$ cat src/rtl/cla_seq_pkg.sv
// Shared constants for the byte-serial CLA add/subtract controller.
package cla_seq_pkg;

  localparam int unsigned CHUNK_W = 8;

  typedef enum logic [1:0] {
    IDLE = 2'd0,
    RUN  = 2'd1,
    DONE = 2'd2
  } state_e;

  localparam logic OP_ADD = 1'b0;
  localparam logic OP_SUB = 1'b1;

endpackage

$ cat src/rtl/cla_gp_8_bit.sv
// 8-bit carry-lookahead slice: sum, per-bit carry-outs and group generate/propagate.
module cla_gp_8_bit (
  input  logic [7:0] a,
  input  logic [7:0] b,
  input  logic       c0,
  output logic [7:0] s,
  output logic [7:0] c,
  output logic       g,
  output logic       p
);

  logic [7:0] gi;
  logic [7:0] pi;

  assign gi = a & b;
  assign pi = a ^ b;

  // Each carry is expanded as a flat lookahead term over all lower bits.
  always_comb begin
    logic grp;
    logic prop;
    c = '0;
    g = 1'b0;
    for (int i = 0; i < 8; i++) begin
      grp  = 1'b0;
      prop = 1'b1;
      for (int j = i; j >= 0; j--) begin
        grp  = grp | (prop & gi[j]);
        prop = prop & pi[j];
      end
      c[i] = grp | (prop & c0);
      if (i == 7) g = grp;
    end
  end

  assign p = &pi;
  assign s = pi ^ {c[6:0], c0};

endmodule

$ cat src/rtl/cla_seq_adder_ctrl.sv
// WIDTH-bit add/subtract built by running one 8-bit CLA slice over the operand
// one byte per cycle, LSB first, with valid/ready request and response ports.
module cla_seq_adder_ctrl
  import cla_seq_pkg::*;
#(
  parameter int unsigned WIDTH = 32
) (
  input  logic             clk,
  input  logic             rst_n,
  input  logic             in_valid,
  output logic             in_ready,
  input  logic             in_op,
  input  logic [WIDTH-1:0] in_a,
  input  logic [WIDTH-1:0] in_b,
  output logic             out_valid,
  input  logic             out_ready,
  output logic [WIDTH-1:0] out_sum,
  output logic             out_carry,
  output logic             out_ovf,
  output logic             out_zero
);

  localparam int unsigned NCHUNK = WIDTH / CHUNK_W;
  localparam int unsigned CNT_W  = (NCHUNK > 1) ? $clog2(NCHUNK) : 1;
  localparam logic [CNT_W-1:0] LAST_CHUNK = CNT_W'(NCHUNK - 1);

  state_e             state_q;
  logic [WIDTH-1:0]   a_q;
  logic [WIDTH-1:0]   b_q;
  logic [WIDTH-1:0]   sum_q;
  logic               carry_q;
  logic [CNT_W-1:0]   cnt_q;

  logic [CHUNK_W-1:0] slice_s;
  logic [CHUNK_W-1:0] slice_c;
  logic               slice_g_unused;
  logic               slice_p_unused;
  logic [5:0]         slice_c_low_unused;
  logic [WIDTH-1:0]   sum_next;

  cla_gp_8_bit u_slice (
    .a  (a_q[CHUNK_W-1:0]),
    .b  (b_q[CHUNK_W-1:0]),
    .c0 (carry_q),
    .s  (slice_s),
    .c  (slice_c),
    .g  (slice_g_unused),
    .p  (slice_p_unused)
  );

  assign slice_c_low_unused = slice_c[5:0];

  // Operands shift down a byte per pass; the sum fills in from the top so it
  // lands fully aligned after the last chunk.
  assign sum_next = WIDTH'({slice_s, sum_q} >> CHUNK_W);

  always_ff @(posedge clk or negedge rst_n) begin
    if (!rst_n) begin
      state_q   <= IDLE;
      in_ready  <= 1'b1;
      out_valid <= 1'b0;
      out_sum   <= '0;
      out_carry <= 1'b0;
      out_ovf   <= 1'b0;
      out_zero  <= 1'b0;
      a_q       <= '0;
      b_q       <= '0;
      sum_q     <= '0;
      carry_q   <= 1'b0;
      cnt_q     <= '0;
    end else begin
      case (state_q)
        IDLE: begin
          if (in_valid) begin
            a_q      <= in_a;
            b_q      <= (in_op == OP_SUB) ? ~in_b : in_b;
            carry_q  <= (in_op == OP_ADD) ? 1'b0 : 1'b1;
            cnt_q    <= '0;
            in_ready <= 1'b0;
            state_q  <= RUN;
          end
        end
        RUN: begin
          a_q     <= a_q >> CHUNK_W;
          b_q     <= b_q >> CHUNK_W;
          sum_q   <= sum_next;
          carry_q <= slice_c[7];
          cnt_q   <= cnt_q + CNT_W'(1);
          if (cnt_q == LAST_CHUNK) begin
            out_sum   <= sum_next;
            out_carry <= slice_c[7];
            out_ovf   <= slice_c[6] ^ slice_c[7];
            out_zero  <= (sum_next == '0);
            out_valid <= 1'b1;
            state_q   <= DONE;
          end
        end
        DONE: begin
          if (out_ready) begin
            out_valid <= 1'b0;
            in_ready  <= 1'b1;
            state_q   <= IDLE;
          end
        end
        default: begin
          state_q  <= IDLE;
          in_ready <= 1'b1;
        end
      endcase
    end
  end

endmodule

$ cat config.mk
export PLATFORM = sky130hd
export DESIGN_NAME = cla_seq_adder_ctrl
export DESIGN_NICKNAME = d
export VERILOG_FILES = /design/src/rtl/cla_seq_pkg.sv /design/src/rtl/cla_gp_8_bit.sv /design/src/rtl/cla_seq_adder_ctrl.sv
export SDC_FILE = /design/constraint.sdc
export NUM_CORES = 1
export LEC_CHECK = 0
export BUFFER_PORTS_ARGS = -buffer_cell sky130_fd_sc_hd__buf_2
export CAP_MARGIN = 0
export CORE_MARGIN = 4
export CORE_UTILIZATION = 40
export CTS_BUF_LIST = sky130_fd_sc_hd__clkbuf_2
export CTS_CLUSTER_SIZE = 14
export DETAILED_ROUTE_END_ITERATION = 16
export GPL_TIMING_DRIVEN = 0
export PLACE_DENSITY = 0.69
export SETUP_SLACK_MARGIN = 0.02
export SYNTH_ARGS = -nofsm -noshare
export SYNTH_HDL_FRONTEND = slang
export SYNTH_SLANG_ARGS = --single-unit
$ cat constraint.sdc
create_clock -name clk -period 2 [get_ports clk]
set_input_delay 0.2 -clock clk [delete_from_list [all_inputs] [get_ports clk]]
set_output_delay 0.2 -clock clk [all_outputs]
set_load 0.01 [all_outputs]
==> metrics.md, run 1 <==
| Metric | Value |
|---|---|
| Outcome | finished with violations |
| Failing checks | setup timing |
| CTS Sinks | 130 |
| CP Max Fanout | 3 |
| Clk buf depth | 2 |
| First-pass GRT wire length | about 27 mm |
| Total GRT Usage | 19.3% |
| Layout overhead on the synthesized area | 28.4% |
| Post-DP HPWL | ~11 mm |
| Met1 usage | 24.4% |
| Nets@finish | between 800 and 900 |
| Yosys warning total | 0 |
| Clock slew at reported path FFs | around 0.17 ns |
| Die Height | ~130 um |
| Setup violators final | 1 |
| Count leader, synth | dfrtp_1 |
| Max Clk Rate | roughly 0.5 GHz |
| Worst r2r dst | out_zero |
| Die Area | between 0.015 and 0.02 mm2 |
| Met2 usage in global routing | 33.1% |
| Mapped Area | ~0.0062 mm2 |
| Synthesized Nets | ~700 |
| M3 GR Usage | under 10% |
| DP Area | approximately 0.0070 mm2 |
| Final min period | between 2 and 2.5 ns |
| Worst slew pin tran | approximately 0.57 ns |
| Hold WS | between 0.1 and 0.15 ns |
| Final Util | between 50% and 60% |
| Final Hold Vio Count | 0 |
| Slew HR | about 62% |
| Initial antenna violation count | 0 |
| Worst path arrival time | approximately 2.6 ns |
| Tcrit/Tclk final | 102% |
| Slowest CP cell | fa_2 |
| Crit path largest cell delay | 0.60 ns |
| Remaining DRCs | 0 |
| Finished Cell Area | 0.00794 mm2 |
| Post-synthesis cell count | around 610 |
| Initial Utilization | approximately two fifths |
| TritonCTS clock tree | yes |
| Cell variety after synth | 49 |
| Min-Delay Path Class | input pin to register |
| Clock skew | 0.0263 ns |
| Initial DRC count | about 310 |
| Vias per std cell | between 5 and 6 |
| Top Family by Delay on Critical Path | adder cells |
| Total length of routed wires | about 16 mm |
| Worst Setup Path Type | register to register |
| Hold path cells | 4 |
| CP endpoint kind | register |
| H-Tree Depth | 4 |
| Wire length per cell | approximately 16 um |
| Post-synthesis area per instance | about 10 um2 |
| Via count | 5188 |
| Power Total | about 0.012 W |
| Leading post-synthesis cells by cell area | dfrtp_1 (52%), nand2_1 (6.8%), xnor2_1 (5.0%), mux2_2 (4.4%), a21oi_1 (3.6%) |
| Ys async rst share | 100% |
| Vias in the first global route | approximately 5400 |
| Layout cell share with drive strength beyond 1 | between 20% and 30% |
| FILL cells | 1400 |
| Skew-Pair Late Insertion Delay | approximately 0.67 ns |
| Antenna diodes | 0 |
| Worst reg2reg path startpoint | a_q[0] |
| Reg2reg setup slack | -0.03 ns |
| Top_reg_cell synth | dfrtp_1 |
| VDD IR-drop max | 0.000685 V |
| Buf/Inv on CP | 1 |
| Data required time of the worst path | 2.60 ns |
| Final antenna-violating net count | 0 |
| Min-delay src | in_op |
| GP Congestion | about 0.86 |
| Lkg Pwr | roughly 3.7 nW |
| Post-synth EDFFs | 0 |
| CP startpoint kind | register |
| IO Pins | between 100 and 150 |
| Cell Pwr Density | ~1600 mW/mm2 |
| Synth cell count leaders | dfrtp_1 (129), nand2_1 (112), a21oi_1 (44) |
| IO Port Bufs | 103 |
| Gr busiest metal | met2 |
| CTS Buf Count | 17 |
| R2R depth | 7 |
| Final Max Tran Viols | 0 |
| Core area | 0.0152 mm2 |
| Die X-Extent | ~130 um |
| RSZ-0062 raised after global routing | true |
| Hold EP | b_q[11] |
| Register area share after synthesis | 52.6% |
| Share of the synthesized area in the top cell type | 52.2% |
| Worst slack at placement | -0.0811 ns |
| Remaining Overflow, GRT | 0 |
| CP cell instances | inv_2 -> fa_2 -> nor4b_4 -> nand4_1 -> nor3_2 -> a41o_1 -> o221a_1 |
| Max Cap Viol | 0 |
| Fin worst setup slack | -0.0311 ns |
| Post-synth top area cell | dfrtp_1 |
| First-pass iteration count of the detailed router | 7 |
| Cell chosen for the clock root | clkbuf_2 |
| Largest net degree at the start of global routing | between 70 and 80 |
| Synth Register Bits | 130 |
| Std cell rows | 45 |
[cell families after synthesis]
group	share of synthesized area, %
simple gates	14.8
buf+inv	3.42
xor+xnor	5.24
fa+ha+maj	2.35
flops	52.6
compound gates	17.2
mux	4.37
[per-stage QoR]
step,TNS (ns),cells
detailed placement,-0.108,906
floorplan,0,614
finish,-0.0311,1010
global route,-0.167,1010
CTS,-0.00199,1004
global placement,-128.18,905
[cell type report]
| type | instances | area [um2] | area share, % |
|---|---|---|---|
| sequential | 130 | 3250 | 41.0 |
| multi-input combinational | 436 | 2790 | 35.1 |
| timing repair buffer | 179 | 1280 | 16.2 |
| tap | 188 | 235 | 2.96 |
| buffer | 43 | 193 | 2.43 |
| clock buffer | 20 | 100 | 1.26 |
| clock inverter | 9 | 68.8 | 0.867 |
| inverter | 5 | 18.8 | 0.236 |
[registers in the layout (all words and copies together), names as in the netlist, 2 cells and up]
| register | cells |
|---|---|
| sum_q | 24 |
| b_q | 32 |
| state_q | 2 |
| a_q | 32 |
| cnt_q | 2 |
| out_sum | 32 |
[worst max path at each step]
stage | start | to | slack [ns] | cells past startpoint
after CTS | carry_q | out_zero | -0.002 | 7
after global routing | a_q[0] | out_zero | -0.13 | 6
after global placement | rst_n | b_q[29] | -1.01 | 1
after detailed placement | a_q[0] | out_zero | -0.08 | 7
after floorplan | a_q[0] | out_zero | 0.23 | 7
final | a_q[0] | out_zero | -0.03 | 7
[where the power goes]
part	switching (W)	internal [W]	total, W
combinational	0.00355	0.00277	0.00632
clock	0.000894	0.000421	0.00131
sequential	0.000893	0.00388	0.00478
total	0.00533	0.00707	0.0124
[timing repair]
| action | in CTS | in global routing |
|---|---|---|
| endpoints found under the setup margin | 3 | 8 |
| hold buffers | 69 | 0 |
| buffers inserted | 0 | 6 |
| pin swaps | 0 | 2 |
| hold endpoints to repair | 196 | 0 |
| gates resized for setup | 4 | 8 |
[worst reg2reg max path: cells and delay by family (launching register included)]
family | cells | cell delay (ns)
AND/OR/NAND/NOR | 3 | 0.55
adder cells (fa/ha/maj) | 1 | 0.60
AO/OA/AOI/OAI | 2 | 0.35
flip-flops | 1 | 0.40
buffers and inverters | 1 | 0.06
[layer usage]
metal  share of wire, %  vias to the layer above
met1                 43                     2491
met4               0.83                        0
li1                   -                     2538
met3                6.0                       18
met5                  0                        -
met2                 50                      141
[placed cells by master, fill, tap and decap left out, drive strengths merged, types with 2 or more instances in the layout]
master	synthesis	layout
buf	27	137
dfrtp	129	129
nand2	113	113
dlygate4sd3	0	69
a21oi	45	45
o21ai	39	39
clkbuf	16	36
xnor2	35	35
nor2	32	32
nor2b	28	28
mux2	24	24
a22oi	24	24
o22a	17	17
o31ai	12	12
ha	10	10
nand3b	9	9
o22ai	8	8
clkinv	0	7
o21a	5	5
inv	5	5
nor3	5	5
nor4	4	4
nand4	3	3
a21o	3	3
xor2	2	2
or3	2	2
Note: power is estimated with default switching activity, not from simulation.
==> run 2, diff against run 1 <==
CORE_MARGIN = default   (was 4)
clock period = 2.3 ns   (was 2 ns; I/O delays follow)
==> run 2 against run 1 <==
Compared with the run above:
- non-clock buffer count fell by 11
- first-iteration DRC count is 8.5% lower
- global-route usage up 2.1 points
- combinational power is 18% lower
- core utilization is 0.68 points lower
- die area down 8.9%
- via count about the same
- design area shrank 1.7%
- sequential share of layout area is 0.70 points higher
- the flow now finishes without violations
- highest routed layer unchanged
- register-to-register slack better by 0.22 ns
- critical path depth down 2
==> metrics.md, run 2 (synthesized netlist as in run 1, its figures left out) <==
| Metric | Value |
|---|---|
| Final Max Tran Viols | 0 (unchanged) |
| Die X-Extent | 126 um (was 132 um) |
| IO Port Bufs | 103 (unchanged) |
| Clock network fraction of design power | 11.9% (was 10.6%) |
| Largest net degree at the start of global routing | 80 (was 77) |
| VDD IR-drop max | 0.000612 V (was 0.000685 V) |
| Nets@finish | 881 (was 892) |
| Max Clk Rate | 0.473 GHz (was 0.492 GHz) |
| Min-Delay Path Class | input pin to register (unchanged) |
| CP startpoint kind | register (unchanged) |
| Power Total | 0.0106 W (was 0.0124 W) |
| TritonCTS clock tree | yes (unchanged) |
| First-pass GRT wire length | 26.6 mm (was 27.4 mm) |
| Max Cap Viol | 0 (unchanged) |
| Worst slew pin tran | 0.602 ns (was 0.565 ns) |
| Vias per std cell | 5.19 (was 5.14) |
| Remaining DRCs | 0 (unchanged) |
| CP endpoint kind | register (unchanged) |
| Clock skew | 0.0157 ns (was 0.0263 ns) |
| Cell Pwr Density | 1360 mW/mm2 (was 1560 mW/mm2) |
| H-Tree Depth | 4 (unchanged) |
| First-pass iteration count of the detailed router | 7 (unchanged) |
| TNS Setup | 0 ns (was -0.0311 ns) |
| Initial antenna violation count | 0 (unchanged) |
| Initial DRC count | 280 (was 306) |
| Slowest CP cell | o311ai_1 (was fa_2) |
| GP Congestion | 0.849 (was 0.861) |
| Final min period | 2.12 ns (was 2.03 ns) |
| Tcrit/Tclk final | 92.0% (was 102%) |
| CP Max Fanout | 6 (was 3) |
| Hold path cells | 4 (unchanged) |
| Lkg Pwr | 3.64 nW (was 3.69 nW) |
| Antenna diodes | 0 (unchanged) |
| FILL cells | 1372 (was 1400) |
| Initial Utilization | 40.8% (was 40.7%) |
| Final antenna-violating net count | 0 (unchanged) |
| Layout cell share with drive strength beyond 1 | 23.4% (was 24.6%) |
| Wire length per cell | 16.3 um (was 16.2 um) |
| Die Height | 126 um (was 132 um) |
| Layout overhead on the synthesized area | 26.3% (was 28.4%) |
| CTS Buf Count | 17 (unchanged) |
| CP cell instances | ha_1 -> a21oi_1 -> o31ai_4 -> o311ai_1 -> o221a_1 (was inv_2 -> fa_2 -> nor4b_4 -> nand4_1 -> nor3_2 -> a41o_1 -> o221a_1) |
| Sequential share of power | 39.0% (was 38.5%) |
| Cell chosen for the clock root | clkbuf_2 (unchanged) |
| Worst Setup Path Type | register to register (unchanged) |
| Post-DP HPWL | 11.0 mm (was 11.3 mm) |
| RSZ-0062 raised after global routing | false (was true) |
| Data required time of the worst path | 2.89 ns (was 2.60 ns) |
| Sw frac | 42.5% (was 43.0%) |
| Slew HR | 59.9% (was 62.3%) |
| Crit path largest cell delay | 0.50 ns (was 0.60 ns) |
| Final Hold Vio Count | 0 (unchanged) |
| Clock slew at reported path FFs | 0.17 ns (about the same) |
| Setup violators final | 0 (was 1) |
| IO Pins | 106 (unchanged) |
| R2R depth | 5 (was 7) |
| Skew-Pair Late Insertion Delay | 0.64 ns (was 0.67 ns) |
| Final Util | 51.6% (was 52.2%) |
| Total GRT Usage | 21.5% (was 19.3%) |
| Top Registers | a_q (32), b_q (32), out_sum (32) (unchanged) |
| Die Area | 0.0160 mm2 (was 0.0175 mm2) |
| Worst path arrival time | 2.70 ns (was 2.63 ns) |
| Pint | 0.00610 W (was 0.00707 W) |
| Vias in the first global route | 5257 (was 5417) |
| Std cell rows | 45 (unchanged) |
| Total length of routed wires | 16.3 mm (was 16.4 mm) |
| CTS Sinks | 130 (unchanged) |
| Commonest cells after routing, fill and taps aside | dfrtp_1 (129), buf_2 (127), nand2_1 (112) (unchanged) |
| Via count | 5191 (was 5188) |
| Combinational power share | 49.1% (was 50.9%) |
| Core area | 0.0151 mm2 (was 0.0152 mm2) |
| Most common cell after layout, fill and taps aside | dfrtp_1 (unchanged) |
| Clk buf depth | 2 (unchanged) |
| Outcome | finished clean (was finished with violations) |
| Remaining Overflow, GRT | 0 (unchanged) |
| Net Switching | 0.00451 W (was 0.00533 W) |
run 2: cell count changes in the layout (fill, tap and decap cells not counted), moves of 2 or more:
cell | before | now
a21oi_1 | 42 | 44
buf_4 | 6 | 0
a21oi_2 | 3 | 1
dlygate4sd3_1 | 69 | 64
run 2: worst paths after layout:
kind,slack [ns],end,from
max,0.18,out_zero,a_q[3]
min,0.05,b_q[16],in_b[16]
max reg2reg,0.18,out_zero,a_q[3]
min reg2reg,0.49,cnt_q[0],cnt_q[0]
max in group asynchronous,1.43,in_ready,rst_n
min in group asynchronous,0.07,sum_q[14],rst_n
run 2: repair_timing:
action,CTS,global route
buffers inserted,0,0
endpoints found under the hold margin,190,2
endpoints found under the setup margin,0,1
hold buffers,62,2
resized for setup,0,1
run 2: final cells by class:
class	instances	area (um2)	share of cell area [%]
Buffer	43	193	2.47
Sequential cell	130	3250	41.7
Multi-Input combinational cell	436	2720	34.9
Tap cell	188	235	3.01
Clock buffer	21	105	1.35
Clock inverter	9	91.3	1.17
Inverter	5	18.8	0.240
Timing Repair Buffer	168	1190	15.2
run 2: critical path: cells and delay by family, from the launching register on:
family / cells / cell delay, ns
adders and majority gates: 1 / 0.38
DFF: 1 / 0.47
AOI/OAI and AO/OA: 4 / 1.21
run 2: power groups by stage:
stage	sequential, W	clock [W]	combinational (W)
4_1_cts	0.00413	0.00129	0.00519
3_3_place_gp	0.00416	0	0.00497
3_5_place_dp	0.00420	0	0.00508
2_1_floorplan	0.00408	0	0.00362
5_1_grt	0.00428	0.00140	0.00586
6_report	0.00414	0.00127	0.00521
run 2: stage by stage:
stage / cell area [um2] / std cells / worst slack (ns) / hold slack (ns)
2_1_floorplan: 6180 / 614 / 0.534 / -0.0656
3_3_place_gp: 6940 / 905 / -0.726 / 0.440
3_5_place_dp: 6970 / 906 / 0.244 / 0.209
4_1_cts: 7790 / 998 / 0.132 / 0.000122
5_1_grt: 7810 / 1000 / 0.0230 / 0.0111
6_report: 7810 / 1000 / 0.185 / 0.0505
run 2: layer usage:
| metal | up-vias | global-route usage [%] | wire, um | part of all wire [%] |
|---|---|---|---|---|
| met5 | - | 0 | 0 | 0 |
| met4 | 0 | 6.95 | 382 | 2.3 |
| met3 | 31 | 4.93 | 778 | 4.8 |
| met2 | 163 | 37.4 | 8110 | 50 |
| met1 | 2487 | 26.3 | 7010 | 43 |
| li1 | 2510 | - | - | - |
==> run 3, diff against run 2 <==
HOLD_SLACK_MARGIN = 0.08   (was default)
==> run 3 against run 2 <==
Compared with the run above:
- design area up 1.4%
- final cell count up 0.90%
- register-to-register slack about the same
- sequential power about the same
==> metrics.md, run 3 (synthesized netlist as in run 1, its figures left out) <==
| Metric | Value |
|---|---|
| Worst Setup Path Type | register to register (unchanged) |
| Top Family by Delay on Critical Path | compound AO/OA/AOI/OAI gates (unchanged) |
| Final antenna-violating net count | 0 (unchanged) |
| Worst r2r dst | out_zero (unchanged) |
| Total GRT Usage | 21.6% (was 21.5%) |
| Hold WS | 0.178 ns (was 0.0505 ns) |
| Layout overhead on the synthesized area | 28.0% (was 26.3%) |
| Worst reg2reg path startpoint | a_q[3] (unchanged) |
| Final Hold Vio Count | 0 (unchanged) |
| Hold EP | b_q[10] (was b_q[16]) |
| GP Congestion | 0.849 (unchanged) |
| Final min period | 2.11 ns (was 2.12 ns) |
| Critical Path Start | a_q[3] (unchanged) |
| Remaining Overflow, GRT | 0 (unchanged) |
| IO Pins | 106 (unchanged) |
| Max Cap Viol | 0 (unchanged) |
| Die X-Extent | 126 um (unchanged) |
| Top Registers | a_q (32), b_q (32), out_sum (32) (unchanged) |
| Nets@finish | 890 (was 881) |
| Clock skew | 0.0198 ns (was 0.0157 ns) |
| Hold path cells | 4 (unchanged) |
| CP startpoint kind | register (unchanged) |
| First-pass iteration count of the detailed router | 5 (was 7) |
| Initial Utilization | 40.8% (unchanged) |
| Std cell rows | 45 (unchanged) |
| Max Clk Rate | 0.475 GHz (was 0.473 GHz) |
| CP cell instances | ha_1 -> a21oi_1 -> o31ai_4 -> o311ai_1 -> o221a_1 (unchanged) |
| Core area | 0.0151 mm2 (unchanged) |
| Slowest CP cell | o311ai_1 (unchanged) |
| Largest net degree at the start of global routing | 80 (unchanged) |
| Total length of routed wires | 16.2 mm (was 16.3 mm) |
| Final non-filler cell total | 1009 (was 1000) |
| CTS Sinks | 130 (unchanged) |
| Outcome | finished clean (unchanged) |
| Min-delay src | in_op (was in_b[16]) |
| Power Total | 0.0106 W (about the same) |
| Cell chosen for the clock root | clkbuf_2 (unchanged) |
| Buf/Inv on CP | 0 (unchanged) |
| CP endpoint kind | register (unchanged) |
| Vias in the first global route | 5269 (was 5257) |
| Cell Pwr Density | 1340 mW/mm2 (was 1360 mW/mm2) |
| Layout cell share with drive strength beyond 1 | 23.3% (was 23.4%) |
| Tcrit/Tclk final | 91.5% (was 92.0%) |
| Die Area | 0.0160 mm2 (unchanged) |
| TritonCTS clock tree | yes (unchanged) |
| Skew-Pair Late Insertion Delay | 0.65 ns (was 0.64 ns) |
| Post-Place Cells | 906 (unchanged) |
| Wire length per cell | 16.1 um (was 16.3 um) |
| Worst path arrival time | 2.70 ns (about the same) |
| Antenna diodes | 0 (unchanged) |
| Post-DP HPWL | 11.0 mm (unchanged) |
| First-pass GRT wire length | 26.7 mm (was 26.6 mm) |
| Reg2reg setup slack | 0.19 ns (was 0.18 ns) |
| Initial DRC count | 288 (was 280) |
| H-Tree Depth | 4 (unchanged) |
| Remaining DRCs | 0 (unchanged) |
| Worst slew pin tran | 0.618 ns (was 0.602 ns) |
| Most common cell after layout, fill and taps aside | dfrtp_1 (unchanged) |
| Min-Delay Path Class | input pin to register (unchanged) |
| Lkg Pwr | 3.68 nW (was 3.64 nW) |
| RSZ-0062 raised after global routing | false (unchanged) |
| Data required time of the worst path | 2.89 ns (about the same) |
| IO Port Bufs | 103 (unchanged) |
| CTS Buf Count | 17 (unchanged) |
| TNS Setup | 0 ns (unchanged) |
| Setup violators final | 0 (unchanged) |
| Slew HR | 58.8% (was 59.9%) |
| CP Max Fanout | 6 (unchanged) |
| Final Max Tran Viols | 0 (unchanged) |
| Clk buf depth | 2 (unchanged) |
| Vias per std cell | 5.15 (was 5.19) |
| Initial antenna violation count | 0 (unchanged) |
| R2R depth | 5 (unchanged) |
| Clock slew at reported path FFs | 0.18 ns (was 0.17 ns) |
| Via count | 5199 (was 5191) |
| VDD IR-drop max | 0.000617 V (was 0.000612 V) |
| Die Height | 126 um (unchanged) |
| Commonest cells after routing, fill and taps aside | dfrtp_1 (129), buf_2 (127), nand2_1 (112) (unchanged) |
| Crit path largest cell delay | 0.50 ns (about the same) |
| FILL cells | 1358 (was 1372) |
-- run 3: cell count changes in the layout (fill, tap and decap cells not counted), sizes merged --
cell / change
buf: +1
dlygate4sd3: +8
-- run 3: per-layer routing --
metal	vias to the layer above	global-route usage (%)	part of all wire, %
met5	-	0	0
met4	0	6.17	1.8
met3	19	4.93	4.7
met2	151	38.1	50
met1	2498	26.3	43
li1	2531	-	-
-- run 3: how the worst max path moves through the flow --
| stage | slack, ns | to | cells after the start |
|---|---|---|---|
| final | 0.19 | out_zero | 5 |
| after global routing | 0.03 | out_zero | 5 |
| after CTS | 0.11 | a_q[2] | 6 |
| after detailed placement | 0.24 | out_zero | 7 |
| after global placement | -0.73 | b_q[29] | 1 |
| after floorplan | 0.53 | out_zero | 7 |
-- run 3: timing repair --
item / CTS / global route
endpoints found under the hold margin: 196 / 0
resized for setup: 0 / 1
setup buffers: 0 / 0
setup endpoints to repair: 0 / 3
hold buffers: 73 / 0
-- run 3: stage by stage --
| stage | instance area [um2] | worst slack, ns | utilization (%) |
|---|---|---|---|
| floorplan | 6180 | 0.534 | - |
| global route | 7920 | 0.0262 | 52.3 |
| CTS | 7910 | 0.105 | 52.3 |
| detailed placement | 6970 | 0.244 | 46.0 |
| global placement | 6940 | -0.726 | 45.8 |
| finish | 7920 | 0.195 | 52.3 |
-- run 3: power breakdown --
group	switching, W	internal, W	total [W]
clock network	0.000785	0.000486	0.00127
logic	0.00297	0.00226	0.00523
registers	0.000759	0.00338	0.00414
-- run 3: layout make-up --
cell class,count,area (um2),area share [%]
repair buffers,177,1300,16.4
flip-flops and latches,130,3250,41.1
well taps,188,235,2.97
clock buffers,21,105,1.33
plain buffers,43,193,2.43
multi-input cells,436,2720,34.4
clock inverters,9,91.3,1.15
inverters,5,18.8,0.237
-- run 3: worst min-delay path, cell delays in order --
cell and delay, ns:
buf_2 0.18, xnor2_1 0.17, a21oi_1 0.07, o22a_1 0.16
